<file path="config.mk">
export PLATFORM = sky130hd
export DESIGN_NAME = relu_maxpool
export DESIGN_NICKNAME = d
export VERILOG_FILES = /design/src/rtl/relu_maxpool.sv
export SDC_FILE = /design/constraint.sdc
export NUM_CORES = 1
export LEC_CHECK = 0
export CORE_MARGIN = 3
export CORE_UTILIZATION = 55
export CTS_BUF_LIST = sky130_fd_sc_hd__clkbuf_2
export CTS_CLUSTER_SIZE = 24
export DETAILED_ROUTE_END_ITERATION = 7
export PLACE_DENSITY = 0.84
export SLEW_MARGIN = 30
export SYNTH_ARGS = -nofsm -noshare
export SYNTH_HDL_FRONTEND = slang
export SYNTH_SLANG_ARGS = --single-unit
</file>
<file path="constraint.sdc">
create_clock -name clk -period 5.45 [get_ports clk]
set_input_delay 0.545 -clock clk [delete_from_list [all_inputs] [get_ports clk]]
set_output_delay 0.545 -clock clk [all_outputs]
set_load 0.1 [all_outputs]
</file>
<file path="src/rtl/relu_maxpool.sv">
`default_nettype none
// ============================================================================
// Module   : relu_maxpool
// Purpose  : ReLU + 2x2/stride-2 max-pool + requantise, one conv row per
//            handshake in, serial unsigned pooled pixels out (valid/ready).
// Revision : 1.0  initial release
// ============================================================================
module relu_maxpool #(
    parameter int N     = 7,
    parameter int im    = 28,
    parameter int SHIFT = 4
) (
    input  logic                        clk,
    input  logic                        reset,
    input  logic [im-1:0][2*N+1:0]      in_row,
    input  logic                        in_valid,
    output logic                        in_ready,
    output logic [N:0]                  out_data,
    output logic                        out_valid,
    input  logic                        out_ready,
    output logic                        out_last,
    output logic                        frame_done
);

    localparam int W    = 2 * N + 2;
    localparam int HALF = im / 2;
    localparam int CW   = (HALF > 1) ? $clog2(HALF) : 1;

    localparam logic [CW-1:0] C_LAST     = CW'(HALF - 1);
    localparam logic [W-1:0]  C_PIX_MAX  = W'({(N + 1){1'b1}});

    typedef enum logic [1:0] {
        S_EVEN = 2'd0,
        S_ODD  = 2'd1,
        S_EMIT = 2'd2
    } state_t;

    state_t                    r_state;
    logic [CW-1:0]             r_col;
    logic [CW-1:0]             r_pair_row;
    logic [HALF-1:0][W-1:0]    r_pool;
    logic                      r_out_valid;
    logic [N:0]                r_out_data;
    logic                      r_out_last;
    logic                      r_frame_done;

    logic [HALF-1:0][W-1:0]    w_h;
    logic [HALF-1:0][W-1:0]    w_merged;
    logic [CW-1:0]             w_col_nxt;
    logic                      w_row_acc;

    function automatic logic [N:0] sat(input logic [W-1:0] v);
        logic [W-1:0] s;
        s = v >> SHIFT;
        return (s > C_PIX_MAX) ? '1 : s[N:0];
    endfunction

    // After ReLU every operand is non-negative, so unsigned compares are exact.
    for (genvar j = 0; j < HALF; j++) begin : g_pair
        logic [W-1:0] w_lo;
        logic [W-1:0] w_hi;
        assign w_lo        = in_row[2*j][W-1]   ? '0 : in_row[2*j];
        assign w_hi        = in_row[2*j+1][W-1] ? '0 : in_row[2*j+1];
        assign w_h[j]      = (w_hi > w_lo) ? w_hi : w_lo;
        assign w_merged[j] = (w_h[j] > r_pool[j]) ? w_h[j] : r_pool[j];
    end

    assign in_ready   = (r_state != S_EMIT);
    assign w_row_acc  = in_valid && in_ready;
    assign w_col_nxt  = r_col + CW'(1);
    assign out_valid  = r_out_valid;
    assign out_data   = r_out_data;
    assign out_last   = r_out_last;
    assign frame_done = r_frame_done;

    // Pool contents are don't-care after reset, so no reset branch here.
    always_ff @(posedge clk) begin
        if (!reset && w_row_acc) begin
            if (r_state == S_EVEN) begin
                r_pool <= w_h;
            end else begin
                r_pool <= w_merged;
            end
        end
    end

    always_ff @(posedge clk) begin
        if (reset) begin
            r_state      <= S_EVEN;
            r_col        <= '0;
            r_pair_row   <= '0;
            r_out_valid  <= 1'b0;
            r_out_data   <= '0;
            r_out_last   <= 1'b0;
            r_frame_done <= 1'b0;
        end else begin
            r_frame_done <= 1'b0;
            case (r_state)
                S_EVEN: begin
                    if (in_valid) begin
                        r_state <= S_ODD;
                    end
                end
                S_ODD: begin
                    // Output registers are loaded from the merged value so
                    // pixel 0 is presented in the very next cycle.
                    if (in_valid) begin
                        r_state     <= S_EMIT;
                        r_col       <= '0;
                        r_out_valid <= 1'b1;
                        r_out_data  <= sat(w_merged[0]);
                        r_out_last  <= (C_LAST == '0) && (r_pair_row == C_LAST);
                    end
                end
                S_EMIT: begin
                    if (out_ready) begin
                        if (r_col != C_LAST) begin
                            r_col      <= w_col_nxt;
                            r_out_data <= sat(r_pool[w_col_nxt]);
                            r_out_last <= (w_col_nxt == C_LAST) && (r_pair_row == C_LAST);
                        end else begin
                            r_state     <= S_EVEN;
                            r_out_valid <= 1'b0;
                            r_out_last  <= 1'b0;
                            if (r_pair_row == C_LAST) begin
                                r_pair_row   <= '0;
                                r_frame_done <= 1'b1;
                            end else begin
                                r_pair_row <= r_pair_row + CW'(1);
                            end
                        end
                    end
                end
                default: r_state <= S_EVEN;
            endcase
        end
    end

endmodule
`default_nettype wire

</file>
==> results of run 1 <==
## worst register-to-register path, cell delays in order, from the launching register on
cell      delay (ns)
dfxtp_1         0.39
inv_1           0.09
ha_2            0.88
nor4_1          0.18
a41oi_1         0.48
mux4_2          0.36
nand2_1         0.07
o211ai_2        0.19
nor2_1          0.12
or3_1           0.35
o311ai_1        0.09
## cells in the mapped netlist (all sizes together), types with 3 or more instances
master	n	area share
xnor2	3	0.0011
and2	5	0.0013
o211ai	29	0.0090
dfxtp	21	0.017
a21boi	5	0.0015
a211oi	9	0.0029
mux4	25	0.023
inv	380	0.058
nand3	49	0.0099
buf	33	0.0091
a21oi	124	0.025
nor2	80	0.013
nor3	24	0.0049
o41a	4	0.0018
o31ai	5	0.0017
o311ai	50	0.018
nand3b	11	0.0033
o221ai	3	0.0011
nand2b	374	0.095
clkbuf	47	0.0071
or3	8	0.0020
edfxtp	211	0.26
o21ai	87	0.019
mux2	13	0.0059
and4	3	0.0011
a2111oi	9	0.0032
a21o	68	0.021
nor4	19	0.0051
nor2b	110	0.028
ha	423	0.21
o21a	71	0.022
mux2i	179	0.075
a31oi	16	0.0061
nand2	62	0.0094
nand4b	11	0.0039
a41oi	4	0.0014
o31a	6	0.0021
nand4	71	0.018
## worst paths after layout
kind | endpoint | start | depth (start not counted) | slack (ns)
worst max register to register | out_data[7] | r_col[1] | 10 | 2.13
worst min-delay path | r_state[0] | in_valid | 3 | 0.37
worst max-delay path | r_pool[103] | in_row[207] | 20 | 0.47
worst min register to register | out_valid | out_valid | 2 | 0.49
## per-stage QoR
step	hold WS (ns)	utilization	TNS, ns
finish	0.367	0.697	0
global route	0.341	0.697	0
CTS	0.284	0.696	0
detailed placement	0.474	0.683	-9.95
global placement	0.460	0.684	-0.342
floorplan	0.449	-	0
## where the power goes
group	total [W]	switching (W)	internal, W	leakage (nW)
Sequential	0.00222	0.0000802	0.00214	2.17
Clock	0.00127	0.000801	0.000466	0.442
Combinational	0.00243	0.00128	0.00115	11.8
Total	0.00592	0.00216	0.00376	14.4
## final cells by class
| class | instances | area [µm²] |
|---|---|---|
| antenna | 4 | 10.0 |
| multi-input combinational | 1975 | 16200 |
| fill | 3407 | 13400 |
| sequential | 232 | 6760 |
| clock inverter | 24 | 96.3 |
| timing repair buffer | 539 | 5180 |
| inverter | 380 | 1430 |
| tap | 592 | 741 |
| clock buffer | 94 | 470 |
## cells in the final DEF, fill, tap and decap left out, drive strengths merged, types with 88 or more instances in the layout
| cell type | instances |
|---|---|
| a21oi | 124 |
| nor2b | 110 |
| nand2b | 374 |
| inv | 381 |
| mux2i | 179 |
| clkbuf | 94 |
| clkdlybuf4s50 | 451 |
| edfxtp | 211 |
| ha | 423 |
| buf | 88 |
## state kept, by name, indices dropped and copies added, names as in the netlist
signal	cells
out_last	1
r_pair_row	4
r_col	4
r_state	2
frame_done	1
out_valid	1
r_pool	211
out_data	8
## layer usage
| metal | vias to the layer above | wire length, µm |
|---|---|---|
| met4 | 0 | 1860 |
| met1 | 10500 | 28900 |
| li1 | 10700 | - |
| met5 | - | 0 |
| met3 | 128 | 4250 |
| met2 | 731 | 36700 |
## kinds of logic (layout without fill, tap and decap cells)
| kind of cell | count (synthesis) | count (layout) |
|---|---|---|
| AND/OR/NAND/NOR | 833 | 833 |
| adder cells (fa/ha/maj) | 423 | 423 |
| buffers and inverters | 460 | 1037 |
| flip-flops | 232 | 232 |
| AO/OA/AOI/OAI | 497 | 497 |
| multiplexers | 217 | 217 |
| XOR/XNOR | 5 | 5 |
| other | 0 | 4 |
==> key figures, run 1 <==
Setup path
  • Worst path required time: about 6 ns
  • Startpoint types: primary input
  • Bufs and invs on worst path: 2
  • CP top delay family: compound AO/OA/AOI/OAI gates
  • Cell mode on critical path: a21o_1
  • CP Class: primary input to flip-flop
  • Slowest CP cell: a2111oi_0
  • CP endpoint kind: flip-flop
  • CP Max Fanout: 15
  • Peak per-stage delay on the critical path: 0.66 ns
  • Cell Chain, Critical Path: clkdlybuf4s50_1, nand2b_1, ha_1, a21o_1, a21o_1, a21o_1, a21o_1, a21oi_1, nor2b_1, o31a_1, buf_4, o21ai_1, ha_1, a21o_1, a21oi_1, nor2b_1, o211ai_1, nand4b_1, a2111oi_0, nor2_2
  • CP arrival: around 5.5 ns

Yosys
  • Xor and xnor area share after synthesis: 0.00177
  • Fraction of registers with async set/reset: 0
  • Syn Inst Count: around 2700
  • Ys flop type: edfxtp_1
  • Post-synthesis adder-cell area fraction: 0.214
  • Largest family of logic cells by synthesized area: adder cells
  • Mapped Nets: around 3500
  • Syn Area/Cell: roughly 9.3 µm²
  • Post-synthesis cell area: between 0.02 and 0.025 mm²
  • Post-synth EDFFs: 211
  • Mux contribution to synthesized area: 0.103
  • Synthesized flop and latch total: between 200 and 250
  • Synth Warn #: 0
  • Post-Synth Simple-Gate Area: 0.196
  • Post-synthesis sequential area ratio: 0.273
  • Yosys cell types: 70
  • Compound-Gate Fraction of Synth Area: 0.138

Placed design
  • Gpl congestion: approximately 0.95
  • Number of I/O port buffers: ~460
  • Dpl ws: -0.290 ns
  • Placed cells: between 3000 and 4000
  • Final HPWL DP: approximately 60 mm
  • Placement Cell Area: about 0.030 mm²

Flow run
  • # Max-Cap Violations: 0

STA
  • Measured slew at the worst slew-check pin: between 0.8 and 0.9 ns
  • Max Fclk: ~200 MHz
  • Final Hold Viols: 0
  • Endpoints failing setup: 0
  • Slew HR: 0.405
  • Final critical-path required period: between 4 and 5 ns
  • Worst Clk Skew: 0.0579 ns
  • RSZ-0062 raised after global routing: false
  • Slack of the critical path: around 0.47 ns
  • Fin crit share: 0.915
  • Fin. max-slew vios: 0

Routing
  • Post-route ant nets: 0
  • WL final: a little over 70 mm
  • Post-DR vias/cell: approximately 5.7
  • Drt first pass iters: 6
  • Routed via count: 22000
  • DRT iter0 DRCs: roughly 1400
  • DR WL/cell: around 19 µm
  • # DRC: 0

GRT
  • Initial antenna violation count: 4
  • Most Used Layer, Global Route: met2
  • Met1 usage: 0.346
  • Vias in the first global route: 23000
  • Tot GR Track Use: 0.294
  • First-pass GRT wire length: roughly 110 mm
  • Grt total ovfl: 0
  • Met3 Usage GRT: 0.0447
  • Grt met2 use: 0.546
  • Largest net degree at the start of global routing: 41

CTS
  • Clk root buf: clkbuf_2
  • Clock Latency Late Sink: roughly 0.91 ns
  • Post-CTS sizing: 0
  • Clock buffer count from CTS: 66
  • Hold buffers post-CTS: 0
  • CTS Sinks: ~230
  • Clock Pin Slew Worst Setup and Hold Paths: about 0.090 ns
  • Post-CTS setup buffers: 0
  • TritonCTS clock tree: done
  • Max Root-Sink Buffers: 3
  • Htree depth: 3

Power
  • Lkg Pwr: about 14 nW
  • Peak VDD IR: 113 µV
  • Power per standard cell area: ~190 mW/mm²
  • Pwr Total: around 0.0059 W

Floorplanning
  • Die Y: ~220 µm
  • Die width: ~220 µm
  • Row Count: 77
  • Die Area: about 0.048 mm²
  • Total core area: ~0.044 mm²
  • Num ports: 464
  • Initial Utilization: 0.558

Status
  • Status: completed

Cells and area
  • Final instance area: around 0.03 mm²
  • Area Growth Syn to Fin: 24.9%
  • Share of cells above drive strength 1: 0.0798
  • Final nets: around 4100
  • Fin cells: around 3800

Hold path
  • Hold Path Class: primary input to flip-flop
Power figures use the tool's default switching activity.
==> run 2: changes to the inputs <==
clock period = 5 ns   (was 5.45 ns; I/O delays follow)
==> key figures, run 2 (synthesis results as in run 1) <==
Flow run
  • # Max-Cap Violations: 0 (unchanged)

Setup path
  • CP top delay family: compound AO/OA/AOI/OAI gates
  • CP arrival: 5.19 ns (-0.33 ns)
  • CP endpoint kind: flip-flop
  • CP Max Fanout: 15 (unchanged)
  • Cell mode on critical path: a21o_1
  • Slowest CP cell: clkdlybuf4s50_1
  • Bufs and invs on worst path: 2 (unchanged)
  • CP Class: primary input to flip-flop
  • Worst path required time: 5.65 ns (-0.34 ns)
  • Peak per-stage delay on the critical path: 0.59 ns (-0.07 ns)
  • Cell Chain, Critical Path: clkdlybuf4s50_1, nand2b_1, ha_1, a21o_1, a21o_1, a21o_1, a21o_1, a21oi_1, nor2b_1, o311ai_0, o21ai_1, ha_1, a21o_1, a21o_1, a21oi_1, nor2b_1, o211ai_1, nand4b_1, a2111oi_0, nor2_1, buf_4
  • Startpoint types: primary input

Routing
  • DR WL/cell: 18.6 µm (-0.37%)
  • Drt first pass iters: 6 (unchanged)
  • DRT iter0 DRCs: 1423 (+5.4%)
  • Post-DR vias/cell: 5.71 (-0.41%)
  • WL final: 72.6 mm (+1.3%)
  • # DRC: 0 (unchanged)
  • Routed via count: 22300 (+1.2%)
  • Post-route ant nets: 0 (unchanged)

STA
  • Final critical-path required period: between 4 and 5 ns
  • Worst Clk Skew: 0.0514 ns (-0.00652 ns)
  • Fin crit share: 0.906
  • Measured slew at the worst slew-check pin: 1.03 ns (+0.143 ns)
  • Final Hold Viols: 0 (unchanged)
  • Fin. max-slew vios: 0 (unchanged)
  • Max Fclk: roughly 220 MHz
  • Min Hold Slack: 0.294 ns (-0.0729 ns)
  • Slew HR: 0.308 (-0.0962)
  • Endpoints failing setup: 0 (unchanged)
  • RSZ-0062 raised after global routing: false
  • Setup TNS: 0 ns (unchanged)

CTS
  • Post-CTS sizing: 0 (unchanged)
  • Hold buffers post-CTS: 0 (unchanged)
  • Post-CTS setup buffers: 0 (unchanged)
  • Clock Latency Late Sink: 0.92 ns (about the same)
  • TritonCTS clock tree: done
  • Htree depth: 2 (-1)
  • Clock Pin Slew Worst Setup and Hold Paths: 0.10 ns (about the same)
  • Clk root buf: clkbuf_2
  • CTS Sinks: 232 (unchanged)
  • Max Root-Sink Buffers: 3 (unchanged)
  • Clock buffer count from CTS: 61 (-7.6%)

GRT
  • Largest net degree at the start of global routing: 41 (unchanged)
  • Vias in the first global route: 23400 (+1.6%)
  • First-pass GRT wire length: 115 mm (+1.2%)
  • Initial antenna violation count: 1 (-3)
  • Grt total ovfl: 0 (unchanged)
  • Tot GR Track Use: 0.297 (+0.00221)

Status
  • Status: completed

Cells and area
  • Largest Register: r_pool
  • Most common cell after layout, fill and taps aside: clkdlybuf4s50_1
  • Largest register FFs: 211 (unchanged)
  • Share of cells above drive strength 1: 0.0939 (+0.0141)
  • Final nets: 4135 (+1.6%)
  • Final instance area: 0.0314 mm² (+1.8%)
  • Fill cells: 3376 (-0.91%)
  • Area Growth Syn to Fin: 27.1%
  • Commonest cells after routing, fill and taps aside: clkdlybuf4s50_1 (452), ha_1 (422), inv_1 (379)

Floorplanning
  • Total core area: 0.0443 mm² (unchanged)
  • Num ports: 464 (unchanged)
  • Die Y: 218 µm (unchanged)
  • Die width: 218 µm (unchanged)
  • Die Area: 0.0475 mm² (unchanged)
  • Initial Utilization: 0.558 (unchanged)
  • Row Count: 77 (unchanged)

Placed design
  • Final HPWL DP: 61.9 mm (+3.1%)
  • Gpl congestion: 0.955 (+0.25%)
  • Number of I/O port buffers: 463 (unchanged)
  • Placement Cell Area: 0.0308 mm² (+1.9%)

Power
  • Sw frac: 0.364 (-0.000812)
  • Comb power frac: 0.424 (+0.013)
  • Sw Pwr: 0.00235 W (+8.8%)
  • Lkg Pwr: 14.8 nW (+2.4%)
  • Peak VDD IR: 148 µV (+32%)
  • Power per standard cell area: 205 mW/mm² (+7.1%)
  • Power Internal: 0.00410 W (+9.2%)
  • Clock share of power: 0.201 (-0.013)
  • Seq pwr share: 0.375 (about the same)

Hold path
  • Hold Path Class: primary input to flip-flop
==> run 2: final cells by class <==
type / count / area [µm²] / share of cell area
clock buffers: 80 / 400 / 0.0127
diodes: 1 / 2.50 / 0.0000797
repair buffers: 610 / 5780 / 0.184
clock inverters: 34 / 139 / 0.00442
flip-flops and latches: 232 / 6760 / 0.215
well taps: 592 / 741 / 0.0236
inverters: 380 / 1430 / 0.0454
multi-input cells: 1975 / 16200 / 0.515
==> run 2: path summary, 6_finish.rpt <==
check | slack (ns) | end | cells past startpoint | start
worst max-delay path | 0.47 | r_pool[117] | 21 | in_row[239]
worst min-delay path | 0.29 | r_state[0] | 3 | in_valid
worst max register to register | 1.56 | out_data[4] | 11 | r_col[0]
worst min register to register | 0.50 | out_valid | 2 | out_valid
==> run 2: metal layers <==
metal / global-route usage / vias up / routed length, µm / part of all wire
met5: 0 / - / 0 / 0
met4: 0.110 / 0 / 2680 / 0.037
met3: 0.0404 / 184 / 4160 / 0.057
met2: 0.545 / 761 / 36600 / 0.50
met1: 0.352 / 10600 / 29200 / 0.40
li1: - / 10800 / - / -
==> run 2: stage by stage <==
step	instances	util	setup WS, ns	power [W]
after global routing	3904	0.709	0.127	0.00685
after detailed placement	3789	0.696	-0.396	0.00516
after global placement	3789	0.697	-0.154	0.00504
final	3904	0.709	0.468	0.00645
after floorplan	2667	-	0.307	0.00409
after CTS	3903	0.708	0.594	0.00646
==> run 2: power groups by stage <==
stage               Sequential (W)  Clock (W)  Combinational (W)
floorplan                  0.00250          0            0.00159
global placement           0.00245          0            0.00259
detailed placement         0.00246          0            0.00270
CTS                        0.00241    0.00133            0.00272
global route               0.00243    0.00142            0.00300
finish                     0.00242    0.00130            0.00274
==> run 2: worst min-delay path, cell delays in order <==
cell and delay (ns):
clkdlybuf4s50_1 0.46, xnor2_1 0.16, nor3_1 0.04
